===== src/rtl/move_scheduler.sv =====
// rtl/move_scheduler.sv - snake move tick generator with a two-entry turn buffer
// Turns are accepted against the newest pending direction and applied one per move tick.
module move_scheduler #(
    parameter int TICK_BASE = 25_000_000,
    parameter int CNT_W     = 25
) (
    input  logic             sys_clk,
    input  logic             sys_rst,
    input  logic             start,
    input  logic             stop,
    input  logic             pause,
    input  logic [1:0]       speed_level,
    input  logic             key_valid,
    input  logic [1:0]       key_dir,
    output logic [1:0]       direction,
    output logic             step_tick,
    output logic             key_drop,
    output logic [1:0]       queue_cnt,
    output logic             running
);
    // Opposite directions differ only in bit 0.
    localparam logic [1:0] TOP_DIR   = 2'd0;
    localparam logic [1:0] DOWN_DIR  = 2'd1;
    localparam logic [1:0] LEFT_DIR  = 2'd2;
    localparam logic [1:0] RIGHT_DIR = 2'd3;

    typedef enum logic [1:0] {S_IDLE, S_RUN, S_PAUSE} state_t;

    state_t             state_q, state_d;
    logic [CNT_W-1:0]   cnt_q, cnt_d;
    logic [1:0]         dir_q, dir_d;
    logic [1:0]         q0_q, q0_d, q1_q, q1_d;
    logic [1:0]         qcnt_q, qcnt_d;
    logic               tick_q, tick_d;
    logic               drop_q, drop_d;
    logic               run_q, run_d;

    logic [CNT_W-1:0]   period_m1;
    logic [1:0]         ref_dir;
    logic               reject;
    logic               push;
    logic               tick_now;

    assign period_m1 = (CNT_W'(TICK_BASE) >> speed_level) - CNT_W'(1);
    assign ref_dir   = (qcnt_q == 2'd2) ? q1_q : ((qcnt_q == 2'd1) ? q0_q : dir_q);
    assign reject    = (key_dir == ref_dir) || (key_dir == (ref_dir ^ 2'b01)) || (qcnt_q == 2'd2);

    always_comb begin
        state_d  = state_q;
        cnt_d    = cnt_q;
        dir_d    = dir_q;
        q0_d     = q0_q;
        q1_d     = q1_q;
        qcnt_d   = qcnt_q;
        drop_d   = 1'b0;
        push     = 1'b0;
        tick_now = 1'b0;

        case (state_q)
            S_IDLE: begin
                cnt_d  = '0;
                qcnt_d = 2'd0;
                if (start) begin
                    state_d = S_RUN;
                    dir_d   = TOP_DIR;
                end
            end
            S_RUN, S_PAUSE: begin
                if (stop) begin
                    state_d = S_IDLE;
                    cnt_d   = '0;
                    qcnt_d  = 2'd0;
                end else if (start) begin
                    state_d = S_RUN;
                    dir_d   = TOP_DIR;
                    cnt_d   = '0;
                    qcnt_d  = 2'd0;
                end else if (state_q == S_PAUSE) begin
                    drop_d = key_valid;
                    if (!pause) state_d = S_RUN;
                end else begin
                    if (key_valid) begin
                        drop_d = reject;
                        push   = !reject;
                    end
                    if (pause) begin
                        state_d = S_PAUSE;
                    end else if (cnt_q >= period_m1) begin
                        tick_now = 1'b1;
                        cnt_d    = '0;
                    end else begin
                        cnt_d = cnt_q + CNT_W'(1);
                    end
                end
            end
            default: state_d = S_IDLE;
        endcase

        // Pop first, then push into the slot left after the pop.
        if (tick_now && qcnt_q != 2'd0) begin
            dir_d  = q0_q;
            q0_d   = q1_q;
            qcnt_d = qcnt_q - 2'd1;
        end
        if (push) begin
            if (qcnt_d == 2'd0) q0_d = key_dir;
            else                q1_d = key_dir;
            qcnt_d = qcnt_d + 2'd1;
        end

        tick_d = tick_now;
        run_d  = (state_d == S_RUN);
    end

    always_ff @(posedge sys_clk) begin
        if (sys_rst) begin
            state_q <= S_IDLE;
            cnt_q   <= '0;
            dir_q   <= TOP_DIR;
            q0_q    <= TOP_DIR;
            q1_q    <= TOP_DIR;
            qcnt_q  <= 2'd0;
            tick_q  <= 1'b0;
            drop_q  <= 1'b0;
            run_q   <= 1'b0;
        end else begin
            state_q <= state_d;
            cnt_q   <= cnt_d;
            dir_q   <= dir_d;
            q0_q    <= q0_d;
            q1_q    <= q1_d;
            qcnt_q  <= qcnt_d;
            tick_q  <= tick_d;
            drop_q  <= drop_d;
            run_q   <= run_d;
        end
    end

    assign direction = dir_q;
    assign step_tick = tick_q;
    assign key_drop  = drop_q;
    assign queue_cnt = qcnt_q;
    assign running   = run_q;

    logic unused_dirs;
    assign unused_dirs = ^{DOWN_DIR, LEFT_DIR, RIGHT_DIR};
endmodule

===== config.mk =====
export PLATFORM = sky130hd
export DESIGN_NAME = move_scheduler
export DESIGN_NICKNAME = d
export VERILOG_FILES = /design/src/rtl/move_scheduler.sv
export SDC_FILE = /design/constraint.sdc
export NUM_CORES = 1
export LEC_CHECK = 0
export ABC_AREA = 1
export CAP_MARGIN = 15
export CORE_ASPECT_RATIO = 1.5
export CORE_UTILIZATION = 35
export DETAILED_ROUTE_END_ITERATION = 7
export GPL_ROUTABILITY_DRIVEN = 0
export GPL_TIMING_DRIVEN = 1
export HOLD_SLACK_MARGIN = 0.08
export SYNTH_ARGS = -nofsm -noshare
export SYNTH_HDL_FRONTEND = slang
export SYNTH_SLANG_ARGS = --single-unit

===== constraint.sdc =====
create_clock -name sys_clk -period 8.69 [get_ports sys_clk]
set_input_delay 2.1725 -clock sys_clk [delete_from_list [all_inputs] [get_ports sys_clk]]
set_output_delay 2.1725 -clock sys_clk [all_outputs]
set_load 0.01 [all_outputs]

==> impl_metrics.env <==
export IMPL_drc=0
export IMPL_gr_usage_met3_pct=2.60
export IMPL_slew_viol_final=0
export IMPL_setup_worst_path_end="q1_q[0]$_SDFFE_PP0P_"
export IMPL_path_clk_slew_ns=0.06
export IMPL_rsz0062_at_grt="no"
export IMPL_reg2reg_to="q1_q[0]$_SDFFE_PP0P_"
export IMPL_cts_inserted_buffers=5
export IMPL_drv_cap=0
export IMPL_grtUsageMet1_pct=19.8
export IMPL_cts_tree="built"
export IMPL_synth_seq_cells=38
export IMPL_r2r_start="state_q[1]$_SDFF_PP0_"
export IMPL_min_period_over_period_pct=57.0
export IMPL_rows=39
export IMPL_cp_arrival_ns=5.13
export IMPL_grt_overflow=0
export IMPL_synth_seq_area_share_pct=26.9
export IMPL_ant_nets=0
export IMPL_start_util_pct=36.7
export IMPL_fmax_mhz=202
export IMPL_critical_path_class="primary input to flop"
export IMPL_setup_tns_ns=0
export IMPL_die_h_um=112
export IMPL_fp_dieW_um=75.4
export IMPL_top_usage_layer="met2"
export IMPL_instances_no_fill=529
export IMPL_wl_per_cell_um=13.1
export IMPL_startpoint="speed_level[1]"
export IMPL_root_buffer="clkbuf_16"
export IMPL_placedCellCount=521
export IMPL_synth_top_flop_cell="dfxtp_1"
export IMPL_avgSynthCellArea_um2=6.97
export IMPL_htree_levels=2
export IMPL_hpwlAfterDp_um=5580
export IMPL_relSlewSlack_pct=62.2
export IMPL_die_area_um2=8460
export IMPL_finalCriticalPeriod_ns=4.96
export IMPL_met2_usage_pct=31.9
export IMPL_fp_coreArea_um2=7710
export IMPL_min_path_type="flop to flop"
export IMPL_grt_first_pass_wirelength_um=11600
export IMPL_cts_sinks=38
export IMPL_synth_edf_count=0
export IMPL_crit_path_end_kind="flop"
export IMPL_antenna_cells=0
export IMPL_power_density_nw_per_um2=138
export IMPL_drive_gt1_share_pct=14.8
export IMPL_startpoint_type="primary input"
export IMPL_cts_hold_buf=0
export IMPL_required_ns=8.87
export IMPL_portBuffers=16
export IMPL_finish_net_count=464
export IMPL_pin_count=17
export IMPL_power_uw=454
export IMPL_antenna_found_initial=0
export IMPL_status="finished clean"
export IMPL_grt_usage_pct=18.0
export IMPL_path_max_fanout=9
export IMPL_ir_drop_mv=0.0831
export IMPL_viasPerCell=4.94
export IMPL_postCtsSetupBuffers=0
export IMPL_r2r_cells=15
export IMPL_syn_inst=406
export IMPL_cts_buffer_depth=2
export IMPL_clkLatencyLatePin_ns=0.28
export IMPL_async_flop_share_pct=0
export IMPL_vias=2614
export IMPL_syn_to_final_growth_pct=16.1
export IMPL_drt_wl_total_um=6950
export IMPL_final_hold_viol_count=0
export IMPL_drtIter0Drc=99
export IMPL_p_leak_nw=1.44
export IMPL_fin_skew_ns=0.00568
export IMPL_grt_pass1_vias=2608
export IMPL_grt_max_degree=21
export IMPL_synth_area_um2=2830
export IMPL_synth_cell_types=46
export IMPL_setup_viol=0
export IMPL_tightestPinTransition_ns=0.565
export IMPL_cts_resized_gates=0
export IMPL_dr_pass1_iters=4
export IMPL_yosys_warnings=0
export IMPL_r2r_setup_slack_ns=6.07
[synth_stat cells (2+ instances only)]
library cell	number	area share [%]
nand4_1	9	2.0
o21ai_1	4	0.71
a21oi_2	2	0.62
a21o_1	2	0.53
nor2_1	53	7.0
nor3b_2	4	1.8
nand2_2	7	1.5
nor2_4	3	1.2
inv_2	9	1.2
ha_1	28	12
nor2_2	8	1.8
buf_2	2	0.35
a211oi_2	2	0.88
dfxtp_1	38	27
nand2_1	88	12
o21ai_0	10	1.8
a21oi_1	16	2.8
inv_1	52	6.9
o31ai_1	2	0.53
nor3_2	5	1.8
nor3_1	8	1.4
nand3_2	4	1.4
o21ai_2	2	0.62
nor4_1	4	0.88
nand3_1	19	3.4
xor2_1	3	0.93
conb_1	2	0.27
nand3_4	2	1.2
[critical path, stage by stage]
cell and delay [ns]:
clkdlybuf4s50_1 0.58, nor2_1 0.28, inv_1 0.11, ha_1 0.30, nand2_1 0.08, nor4_1 0.35
nand2_1 0.16, nand2_2 0.14, nand3_4 0.11, nand2_1 0.10, and2_4 0.15, inv_1 0.04
ha_1 0.19, nor2_1 0.16, inv_1 0.07, nor2_1 0.09, nor2_1 0.05
[where the power goes]
part	switching [mW]	internal, mW	total (mW)
registers	0.00126	0.176	0.177
logic	0.0217	0.0133	0.0349
clock network	0.0764	0.165	0.241
total	0.0994	0.354	0.453
[stage by stage]
stage | cell area [um^2] | hold slack, ns | utilization, % | worst slack [ns]
global route | 3290 | 0.493 | 42.6 | 3.38
finish | 3290 | 0.464 | 42.6 | 3.73
floorplan | 2840 | 0.461 | - | 4.26
detailed placement | 3090 | 0.458 | 40.1 | 3.44
CTS | 3290 | 0.470 | 42.6 | 3.73
global placement | 3090 | 0.453 | 40.1 | 3.57
[state kept, by name, indices dropped and copies added, names as in the netlist]
| signal | flops |
|---|---|
| key_drop | 1 |
| step_tick | 1 |
| queue_cnt | 2 |
| state_q | 2 |
| running | 1 |
| cnt_q | 25 |
| direction | 2 |
| q0_q | 2 |
| q1_q | 2 |
[layout by cell type (no fill, tap or decap), drive strengths merged, types with 5 or more instances in the layout]
cell and instances:
dfxtp 38, ha 28, nand2 95, nor3 14, nand3 25, clkbuf 5, a21oi 18, nand4 9
o21ai 16, nor2 64, clkdlybuf4s50 16, inv 62
[cells by family after synthesis]
family          Yosys count  synth area share [%]
buf+inv                  69                  9.86
other cells               2                 0.265
xor+xnor                  3                 0.929
simple gates            220                  39.3
compound gates           45                  9.95
flops                    38                  26.9
fa+ha+maj                28                  12.4
mux                       1                 0.398
[worst min-delay path by stage]
stage	startpoint	endpoint	slack (ns)	depth (start not counted)
6_report	direction[0]$_SDFFE_PP0P_	direction[0]$_SDFFE_PP0P_	0.46	2
3_3_place_gp	direction[0]$_SDFFE_PP0P_	direction[0]$_SDFFE_PP0P_	0.45	2
5_1_grt	direction[0]$_SDFFE_PP0P_	direction[0]$_SDFFE_PP0P_	0.49	2
4_1_cts	direction[0]$_SDFFE_PP0P_	direction[0]$_SDFFE_PP0P_	0.47	2
2_1_floorplan	q0_q[0]$_SDFF_PP0_	direction[0]$_SDFFE_PP0P_	0.46	2
3_5_place_dp	direction[0]$_SDFFE_PP0P_	direction[0]$_SDFFE_PP0P_	0.46	2
[cell type report]
class / instances / area [um^2]
timing repair buffer: 16 / 160
clock buffer: 5 / 125
tap: 102 / 128
multi-input combinational: 301 / 1800
inverter: 64 / 246
sequential: 38 / 761
fill: 847 / 4420
clock inverter: 3 / 68.8
[layer usage]
metal | wire length [um] | up-vias
li1 | - | 1351
met1 | 2900 | 1192
met2 | 3590 | 52
met3 | 184 | 19
met4 | 273 | 0
met5 | 0 | -
Power figures use the tool's default switching activity.
